==> config.mk <==
export PLATFORM = sky130hd
export DESIGN_NAME = icache_direct_flat
export DESIGN_NICKNAME = d
export VERILOG_FILES = /design/src/rtl/icache_if.sv /design/src/rtl/icache_direct.sv /design/src/flat_wrapper.sv
export SDC_FILE = /design/constraint.sdc
export NUM_CORES = 1
export LEC_CHECK = 0
export ABC_AREA = 1
export BUFFER_PORTS_ARGS = -buffer_cell sky130_fd_sc_hd__buf_4
export CORE_ASPECT_RATIO = 0.5
export CORE_MARGIN = 5
export CORE_UTILIZATION = 35
export CTS_CLUSTER_SIZE = 14
export DETAILED_ROUTE_END_ITERATION = 6
export SETUP_SLACK_MARGIN = 0.05
export SLEW_MARGIN = 20
export SYNTH_ARGS = -nofsm -noshare
export SYNTH_HDL_FRONTEND = slang
export SYNTH_SLANG_ARGS = --single-unit
==> constraint.sdc <==
create_clock -name CLK -period 3.4 [get_ports CLK]
set_clock_uncertainty 0.15 [all_clocks]
set_input_delay 0.17 -clock CLK [delete_from_list [all_inputs] [get_ports CLK]]
set_output_delay 0.17 -clock CLK [all_outputs]
set_load 0.02 [all_outputs]
==> src/rtl/icache_if.sv <==
// Per-CPU fetch-side bus of the instruction cache: datapath fetch port plus
// the instruction read channel toward memory_control.
interface icache_if #(
    parameter int ADDR_W = 32
);
    logic              imemREN;
    logic [ADDR_W-1:0] imemaddr;
    logic              flush;
    logic              ihit;
    logic [ADDR_W-1:0] imemload;
    logic              iREN;
    logic [ADDR_W-1:0] iaddr;
    logic              iwait;
    logic [ADDR_W-1:0] iload;

    // Environment side: datapath requester and memory_control responder
    modport master (
        output imemREN, imemaddr, flush, iwait, iload,
        input  ihit, imemload, iREN, iaddr
    );

    // Cache side
    modport slave (
        input  imemREN, imemaddr, flush, iwait, iload,
        output ihit, imemload, iREN, iaddr
    );
endinterface

==> src/rtl/icache_direct.sv <==
// Direct-mapped, one-word-per-frame instruction cache. Hits answer in the
// lookup cycle; a miss fetches one word, fills the frame and replays the lookup.
module icache_direct #(
    parameter int SETS   = 16,
    parameter int ADDR_W = 32
) (
    input  logic     CLK,
    input  logic     RST,
    icache_if.slave  bus
);
    localparam int IDX_W = $clog2(SETS);
    localparam int TAG_W = ADDR_W - 2 - IDX_W;

    typedef enum logic [0:0] {
        IDLE = 1'b0,
        FILL = 1'b1
    } state_t;

    state_t             state_r;
    state_t             state_nxt_s;
    logic [SETS-1:0]    valid_r;
    logic [TAG_W-1:0]   tag_r  [SETS];
    logic [ADDR_W-1:0]  data_r [SETS];
    logic [IDX_W-1:0]   lat_idx_r;
    logic [TAG_W-1:0]   lat_tag_r;

    logic [IDX_W-1:0]   idx_s;
    logic [TAG_W-1:0]   tag_s;
    logic               lookup_s;
    logic               hit_s;
    logic               miss_s;
    logic               fill_done_s;
    logic               ihit_s;
    logic [ADDR_W-1:0]  imemload_s;
    logic               iren_s;
    logic [ADDR_W-1:0]  iaddr_s;

    assign idx_s       = bus.imemaddr[IDX_W+1:2];
    assign tag_s       = bus.imemaddr[ADDR_W-1:IDX_W+2];
    assign lookup_s    = bus.imemREN & valid_r[idx_s] & (tag_r[idx_s] == tag_s);
    assign hit_s       = lookup_s & (state_r == IDLE);
    assign miss_s      = bus.imemREN & ~lookup_s & (state_r == IDLE);
    assign fill_done_s = (state_r == FILL) & ~bus.iwait;

    // State register
    always_ff @(posedge CLK) begin
        if (RST) begin
            state_r <= IDLE;
        end else begin
            state_r <= state_nxt_s;
        end
    end

    // Next-state logic: a started fill always runs to its iwait=0 cycle
    always_comb begin
        state_nxt_s = state_r;
        case (state_r)
            IDLE: begin
                if (miss_s) state_nxt_s = FILL;
                else        state_nxt_s = IDLE;
            end
            FILL: begin
                if (!bus.iwait) state_nxt_s = IDLE;
                else            state_nxt_s = FILL;
            end
            default: state_nxt_s = IDLE;
        endcase
    end

    // Output logic
    always_comb begin
        ihit_s     = 1'b0;
        imemload_s = {ADDR_W{1'b0}};
        iren_s     = 1'b0;
        iaddr_s    = {ADDR_W{1'b0}};
        case (state_r)
            IDLE: begin
                if (hit_s) begin
                    ihit_s     = 1'b1;
                    imemload_s = data_r[idx_s];
                end else begin
                    ihit_s     = 1'b0;
                    imemload_s = {ADDR_W{1'b0}};
                end
            end
            FILL: begin
                iren_s  = 1'b1;
                iaddr_s = {lat_tag_r, lat_idx_r, 2'b00};
            end
            default: begin
                iren_s  = 1'b0;
                iaddr_s = {ADDR_W{1'b0}};
            end
        endcase
    end

    assign bus.ihit     = ihit_s;
    assign bus.imemload = imemload_s;
    assign bus.iREN     = iren_s;
    assign bus.iaddr    = iaddr_s;

    // Miss address latch; held for the whole fill so fetch-port changes are ignored
    always_ff @(posedge CLK) begin
        if (RST) begin
            lat_idx_r <= {IDX_W{1'b0}};
            lat_tag_r <= {TAG_W{1'b0}};
        end else if (miss_s) begin
            lat_idx_r <= idx_s;
            lat_tag_r <= tag_s;
        end else begin
            lat_idx_r <= lat_idx_r;
            lat_tag_r <= lat_tag_r;
        end
    end

    // Frame storage; flush is applied after the fill write so it wins a tie
    always_ff @(posedge CLK) begin
        if (RST) begin
            valid_r <= {SETS{1'b0}};
            for (int i = 0; i < SETS; i++) begin
                tag_r[i]  <= {TAG_W{1'b0}};
                data_r[i] <= {ADDR_W{1'b0}};
            end
        end else begin
            if (fill_done_s) begin
                tag_r[lat_idx_r]  <= lat_tag_r;
                data_r[lat_idx_r] <= bus.iload;
            end
            if (bus.flush) begin
                valid_r <= {SETS{1'b0}};
            end else if (fill_done_s) begin
                valid_r[lat_idx_r] <= 1'b1;
            end else begin
                valid_r <= valid_r;
            end
        end
    end
endmodule
==> src/flat_wrapper.sv <==
// flat-port wrapper written by rule: the top's interface ports become plain ports
module icache_direct_flat 
#(
    parameter int SETS   = 16,
    parameter int ADDR_W = 32
)
  (CLK, RST, bus_imemREN, bus_imemaddr, bus_flush, bus_iwait, bus_iload, bus_ihit, bus_imemload, bus_iREN, bus_iaddr);
  icache_if #(.ADDR_W(ADDR_W)) bus_i ();
  input  logic CLK;
  input  logic RST;
  input wire logic [$bits(bus_i.imemREN)-1:0] bus_imemREN;
  input wire logic [$bits(bus_i.imemaddr)-1:0] bus_imemaddr;
  input wire logic [$bits(bus_i.flush)-1:0] bus_flush;
  input wire logic [$bits(bus_i.iwait)-1:0] bus_iwait;
  input wire logic [$bits(bus_i.iload)-1:0] bus_iload;
  output wire logic [$bits(bus_i.ihit)-1:0] bus_ihit;
  output wire logic [$bits(bus_i.imemload)-1:0] bus_imemload;
  output wire logic [$bits(bus_i.iREN)-1:0] bus_iREN;
  output wire logic [$bits(bus_i.iaddr)-1:0] bus_iaddr;
  assign bus_i.imemREN = bus_imemREN;
  assign bus_i.imemaddr = bus_imemaddr;
  assign bus_i.flush = bus_flush;
  assign bus_i.iwait = bus_iwait;
  assign bus_i.iload = bus_iload;
  assign bus_ihit = bus_i.ihit;
  assign bus_imemload = bus_i.imemload;
  assign bus_iREN = bus_i.iREN;
  assign bus_iaddr = bus_i.iaddr;
  icache_direct #(.SETS(SETS), .ADDR_W(ADDR_W)) u_core (.CLK(CLK), .RST(RST), .bus(bus_i));
endmodule
# Word-level counts from Yosys, hierarchy flattened
# Memory sizes are Yosys's and may differ from the RTL's.
# Index checks and enable logic that the tools add are counted.
totals:
  reg_bits: 47
  latch_bits: 0
  mem_bits_rw: 928
  romBits: 0
  input_bits: 69
  output_inout_bits: 66
  elab_cells: 48
  memories: 2
memory_table:
  columns: ["memory", "depth", "width", "read_ports", "rd_clocked_by_memory_dff", "write_ports", "line", "source"]
  rows:
  - ["u_core.data_r", 16, 32, 1, 0, 16, "icache_direct.sv:23", "logic [ADDR_W-1:0] data_r [SETS];"]
  - ["u_core.tag_r", 16, 26, 1, 0, 16, "icache_direct.sv:22", "logic [TAG_W-1:0] tag_r [SETS];"]
op_classes:
  addsub: 0
  n_mul: 0
  div_mod_pow: 0
  order_cmp: 3
  n_eq_ne: 1
  n_shift: 0
  muxes: 24
  bitwise_logic: 10
  n_reduce_logical: 4
ops:
  columns: ["op", "n"]
  rows:
  - ["32-bit 2-to-1 mux", 4]
  - ["32-bit OR reduction", 1]
  - ["26-bit == test", 1]
  - ["26-bit 2-to-1 mux", 1]
  - ["26-bit OR reduction", 1]
  - ["16-bit bitwise OR", 1]
  - ["1-bit 2-to-1 mux", 14]
  - ["4-bit by 5-bit < comparator with 1-bit output, second input constant", 2]
  - ["4-bit 2-to-1 mux", 2]
  - ["1-bit bitwise AND", 6]
  - ["1-bit binary-select mux with 4-bit select", 1]
  - ["1-bit demux with 4-bit select", 1]
  - ["4-bit by 1-bit >= comparator with 1-bit output, second input constant", 1]
  - ["1-bit NOT", 3]
  - ["1-bit one-hot mux with 2 select lines", 1]
  - ["2-bit OR reduction", 1]
  - ["1-bit logical AND", 1]

# Logic depth before layout (Yosys ltp)
depth:
  ltp_word: 9
  ltp_mapped: 21
  ltp_nobuf: 18

# Least setup slack after synthesis
# OpenSTA, ideal clock, no wires.
synth_timing:
  kind: "input to register"
  from: "input port RST"
  to: "memory u_core.data_r[0][0] (enable)"
  t_arrival_ps: 2151
  t_required_ps: 2601
  slack_ps: 450
  stages: 5
  path_buffers: 3
  path_cell_list: "clkinv_1 > clkbuf_1 > clkbuf_1 > clkbuf_1 > nand2_1"
synth_rtl:
  columns: ["element", "line", "source"]
  rows:
  - ["start, declared", "flat_wrapper.sv:10", "input logic RST;"]
  - ["end, declared", "icache_direct.sv:23", null]

# Worst setup path after layout
layout_timing:
  from: "memory u_core.tag_r[15][1] (netlist bit)"
  to: "output port bus_imemload[16]"
layout_via:
  elab_chain_cells: 6
layout_rtl:
  columns: ["element", "line", "source"]
  rows:
  - ["start, declared", "icache_direct.sv:22", null]
  - ["memory read 16 x 26 bit", null, null]
  - ["26-bit == test", "icache_direct.sv:40", "assign lookup_s = bus.imemREN & valid_r[idx_s] & (tag_r[idx_s] == tag_s);"]
  - ["1-bit bitwise AND", "icache_direct.sv:40", null]
  - ["1-bit bitwise AND", "icache_direct.sv:41", "assign hit_s = lookup_s & (state_r == IDLE);"]
  - ["32-bit 2-to-1 mux", "icache_direct.sv:78", "if (hit_s) begin"]
  - ["32-bit 2-to-1 mux", "icache_direct.sv:76", "case (state_r)"]
  - ["end, declared", "flat_wrapper.sv:17", "output wire logic [$bits(bus_i.imemload)-1:0] bus_imemload;"]
# No other way between the ends.

==> impl_metrics.ini <==
[cts]
h-tree-depth = 3
clock_tree.buffer_depth = 3
clk_root_buffer_cell = clkbuf_16
clock-sinks = 975
tritoncts_buffers = 98
clk_latency_ns = 0.69
cts.clk_slew.worst_paths_ns = 0.06
cts_tree = built

[timing]
worst_slew_margin_rel_pct = 27.04
fmax_ghz = 0.2924
post-route-min-period_ns = 3.420
timing_hold_violations_final = 0
setup_viol = 8
measured_slew_at_the_worst_slew_check_pin_ns = 1.094
finalSetupTns_ns = -0.09124
finalCritPeriodShare_pct = 100.6
finalMaxSlewViolations = 0
finalHoldWorstSlack_ns = 0.1080
setup_ws_ns = -0.01952
rsz0062_at_grt = yes

[power]
power.sequential.fraction_pct = 51.4
swShare_pct = 25.19
clock_power_share_pct = 39.2
total_leakage_power_nw = 20.79
power.internal_mw = 19.96
worst_ir_drop_vdd_mv = 0.3513
power_switching_mw = 6.721
totalPowerFinal_mw = 26.68
comb_power_share_pct = 9.4
cellPowerDensity_mw_per_mm2 = 508.1

[worst_hold_path]
min_path_type = in2reg
holdPathStages = 6
hold-path-endpoint = u_core.lat_idx_r[0]
hold_start = bus_imemaddr[2]

[synth]
synth.cell_area_sq_mm = 0.04439
synth.mux.area_fraction_pct = 0
postSynthAreaPerCell_sq_um = 9.544
synth-compound-area-share_pct = 7.080
simple_gate_portion_of_the_synthesized_area_pct = 21.59
synth_top_family_by_area = simple AND/OR/NAND/NOR gates
synth_seq_area_share_pct = 64.90
ys.warnings.count = 0
synth-adder-area-share_pct = 0
synth_cells = 4651
synthDistinctLibCells = 30
postSynthRegisterBits = 975
post_synthesis_xor_xnor_area_fraction_pct = 0

[routing]
detail-route-antenna-nets = 0
wire_per_inst_um = 22.82
drc_errors = 0
num_vias = 34810
finalWirelength_um = 148200
detail_route.iter0.violations = 4125
drt-pass1-iter-count = 6
avgViaCountPerCell = 5.359

[cells_and_area]
stdcell_count = 6496
final_area_sq_mm = 0.05251
layout.cells.most_common = nor2_1
final_cell_mix = nor2_1, nand2_1, edfxtp_1
drive_above_1_share_pct = 11.31
number_of_nets_in_the_finished_design = 4793
layout.core_utilization_pct = 41.70
areaGrowthSynthToFinish_pct = 18.29
final.fill_count = 12090
footprint_of_the_multi_input_gates_sq_mm = 0.01361
sequential_cell_area_sq_mm = 0.02881

[placement]
numPortBuffers = 130
area_post_placement_sq_mm = 0.04776
preCtsSetupSlack_ns = 0.1672
gp_congestion = 0.8730
dpl.hpwl_um = 80470
place_inst = 6225

[status]
run_status = finished, violations left
violations = setup timing

[critical_path]
timing.critical_path.slowest_stage_cell = edfxtp_1
setup.reg_to_reg.worst_slack_ns = 0.07
timing.critical_path.cells = or2_4, nand2_2, nand3_2, nand3_2, nand2_2, nand2_4, nand2_4, nor2_2, nand2_1, nor2_1, nand2_1, nor2_4, nand2_8, buf_12, buf_16, a21oi_4, buf_6
critPathTopFamily = simple AND/OR/NAND/NOR gates
worstPathBufferInverterCount = 3
worst_ep_arrival_time_ns = 3.10
worst_r2r_path_depth = 16
worst_ep_required_time_ns = 3.08
crit_path_max_incr_delay_ns = 0.38
startpoint_type = flip-flop
worstSetupPathType = reg2out
destination_of_the_worst_register_to_register_timing_path = u_core.lat_tag_r[4]
r2r_start = u_core.tag_r[15][1]
crit_path_end_kind = output port
path_max_fanout = 8

[grt]
grt_pass1_vias = 33560
maximum_number_of_pins_on_one_net_before_global_route_repair = 210
grt_pass1_wl_um = 217200
antenna_found_initial = 2
global_route.overflow_total = 0
overall_global_routing_resource_usage_pct = 21.43

[run]
max_cap_viol_count = 0

[floorplan]
core.rowCount = 92
fp.dieW_um = 513.6
num_io_pins = 135
dieHeight_um = 261.8
core_sq_mm = 0.1259
start_util_pct = 35.25
floorplan.die_area_sq_mm = 0.1345
==> cell families after synthesis <==
family | count (synthesis)
compound gates | 524
simple gates | 2440
flops | 975
buf+inv | 711
other cells | 1
==> final cells by class <==
| cell class | count | area share (%) |
|---|---|---|
| Sequential cell | 975 | 54.86 |
| Multi-Input combinational cell | 2966 | 25.91 |
| Timing Repair Buffer | 346 | 6.982 |
| Clock buffer | 116 | 4.799 |
| Tap cell | 1692 | 4.032 |
| Inverter | 337 | 2.459 |
| Clock inverter | 63 | 0.9484 |
| Antenna cell | 1 | 0.004766 |
==> synthesized netlist by cell type <==
master | count | area (sq um)
buf_4 | 19 | 142.6
conb_1 | 1 | 3.750
nand3_1 | 322 | 1612
a221oi_1 | 119 | 1042
buf_6 | 6 | 67.56
edfxtp_1 | 928 | 27870
o21ai_0 | 85 | 425.4
inv_4 | 1 | 6.260
inv_2 | 2 | 7.510
or2_2 | 4 | 25.02
buf_2 | 51 | 255.2
dfxtp_1 | 47 | 940.9
nor2_2 | 1 | 6.260
nand2_2 | 1 | 6.260
clkbuf_1 | 266 | 998.5
nor2_1 | 1109 | 4163
o31ai_1 | 8 | 60.06
or2_1 | 1 | 6.260
a32oi_1 | 1 | 8.760
nor3_1 | 1 | 5.000
buf_1 | 32 | 120.1
inv_1 | 332 | 1246
o21ai_1 | 3 | 15.01
a31oi_1 | 7 | 43.79
nand3b_1 | 1 | 7.510
a21oi_1 | 285 | 1426
nand2_1 | 1000 | 3754
clkinv_1 | 2 | 7.510
a21oi_2 | 1 | 8.760
o211ai_1 | 15 | 112.6
==> timing repair <==
action	CTS	global route
endpoints found under the hold margin	559	0
buffers inserted	2	4
hold buffers	82	0
gates resized for setup	95	86
setup endpoints to repair	32	50
gates cloned	3	1
pin swaps	7	32
==> layer usage <==
metal | GRT usage, % | vias to the layer above | routed length (um)
li1 | - | 15610 | -
met1 | 29.39 | 17120 | 61280
met2 | 34.91 | 1801 | 68300
met3 | 3.153 | 279 | 13720
met4 | 7.770 | 0 | 4934
met5 | 0 | - | 0
==> power groups by stage <==
stage	logic (mW)	registers (mW)	clock network (mW)
after global routing	2.70	13.7	11.0
after floorplan	1.37	13.9	0
after CTS	2.44	13.7	10.5
after global placement	2.29	13.9	0
after detailed placement	2.31	14.0	0
final	2.51	13.7	10.5
==> flip-flops by register name (all words and copies together), names as in the netlist <==
register	count
u_core.state_r	1
u_core.data_r	512
u_core.lat_idx_r	4
u_core.tag_r	416
u_core.valid_r	16
u_core.lat_tag_r	26
==> tightest hold or removal path, delay by kind of cell <==
family	cells	cell delay (ns)
simple gates	3	0.22
buf+inv	3	0.49
==> worst max-delay path by stage <==
stage / start / slack [ns] / depth (start not counted) / to
2_1_floorplan: RST / 0.45 / 5 / u_core.data_r[0][0]
4_1_cts: u_core.tag_r[10][2] / -0.01 / 18 / bus_imemload[27]
6_report: u_core.tag_r[15][1] / -0.02 / 17 / bus_imemload[16]
5_1_grt: u_core.tag_r[15][1] / -0.13 / 17 / bus_imemload[22]
3_3_place_gp: bus_imemaddr[2] / 0.13 / 19 / bus_imemload[9]
3_5_place_dp: bus_imemaddr[2] / 0.17 / 18 / bus_imemload[9]
Note: power is estimated with default switching activity, not from simulation.
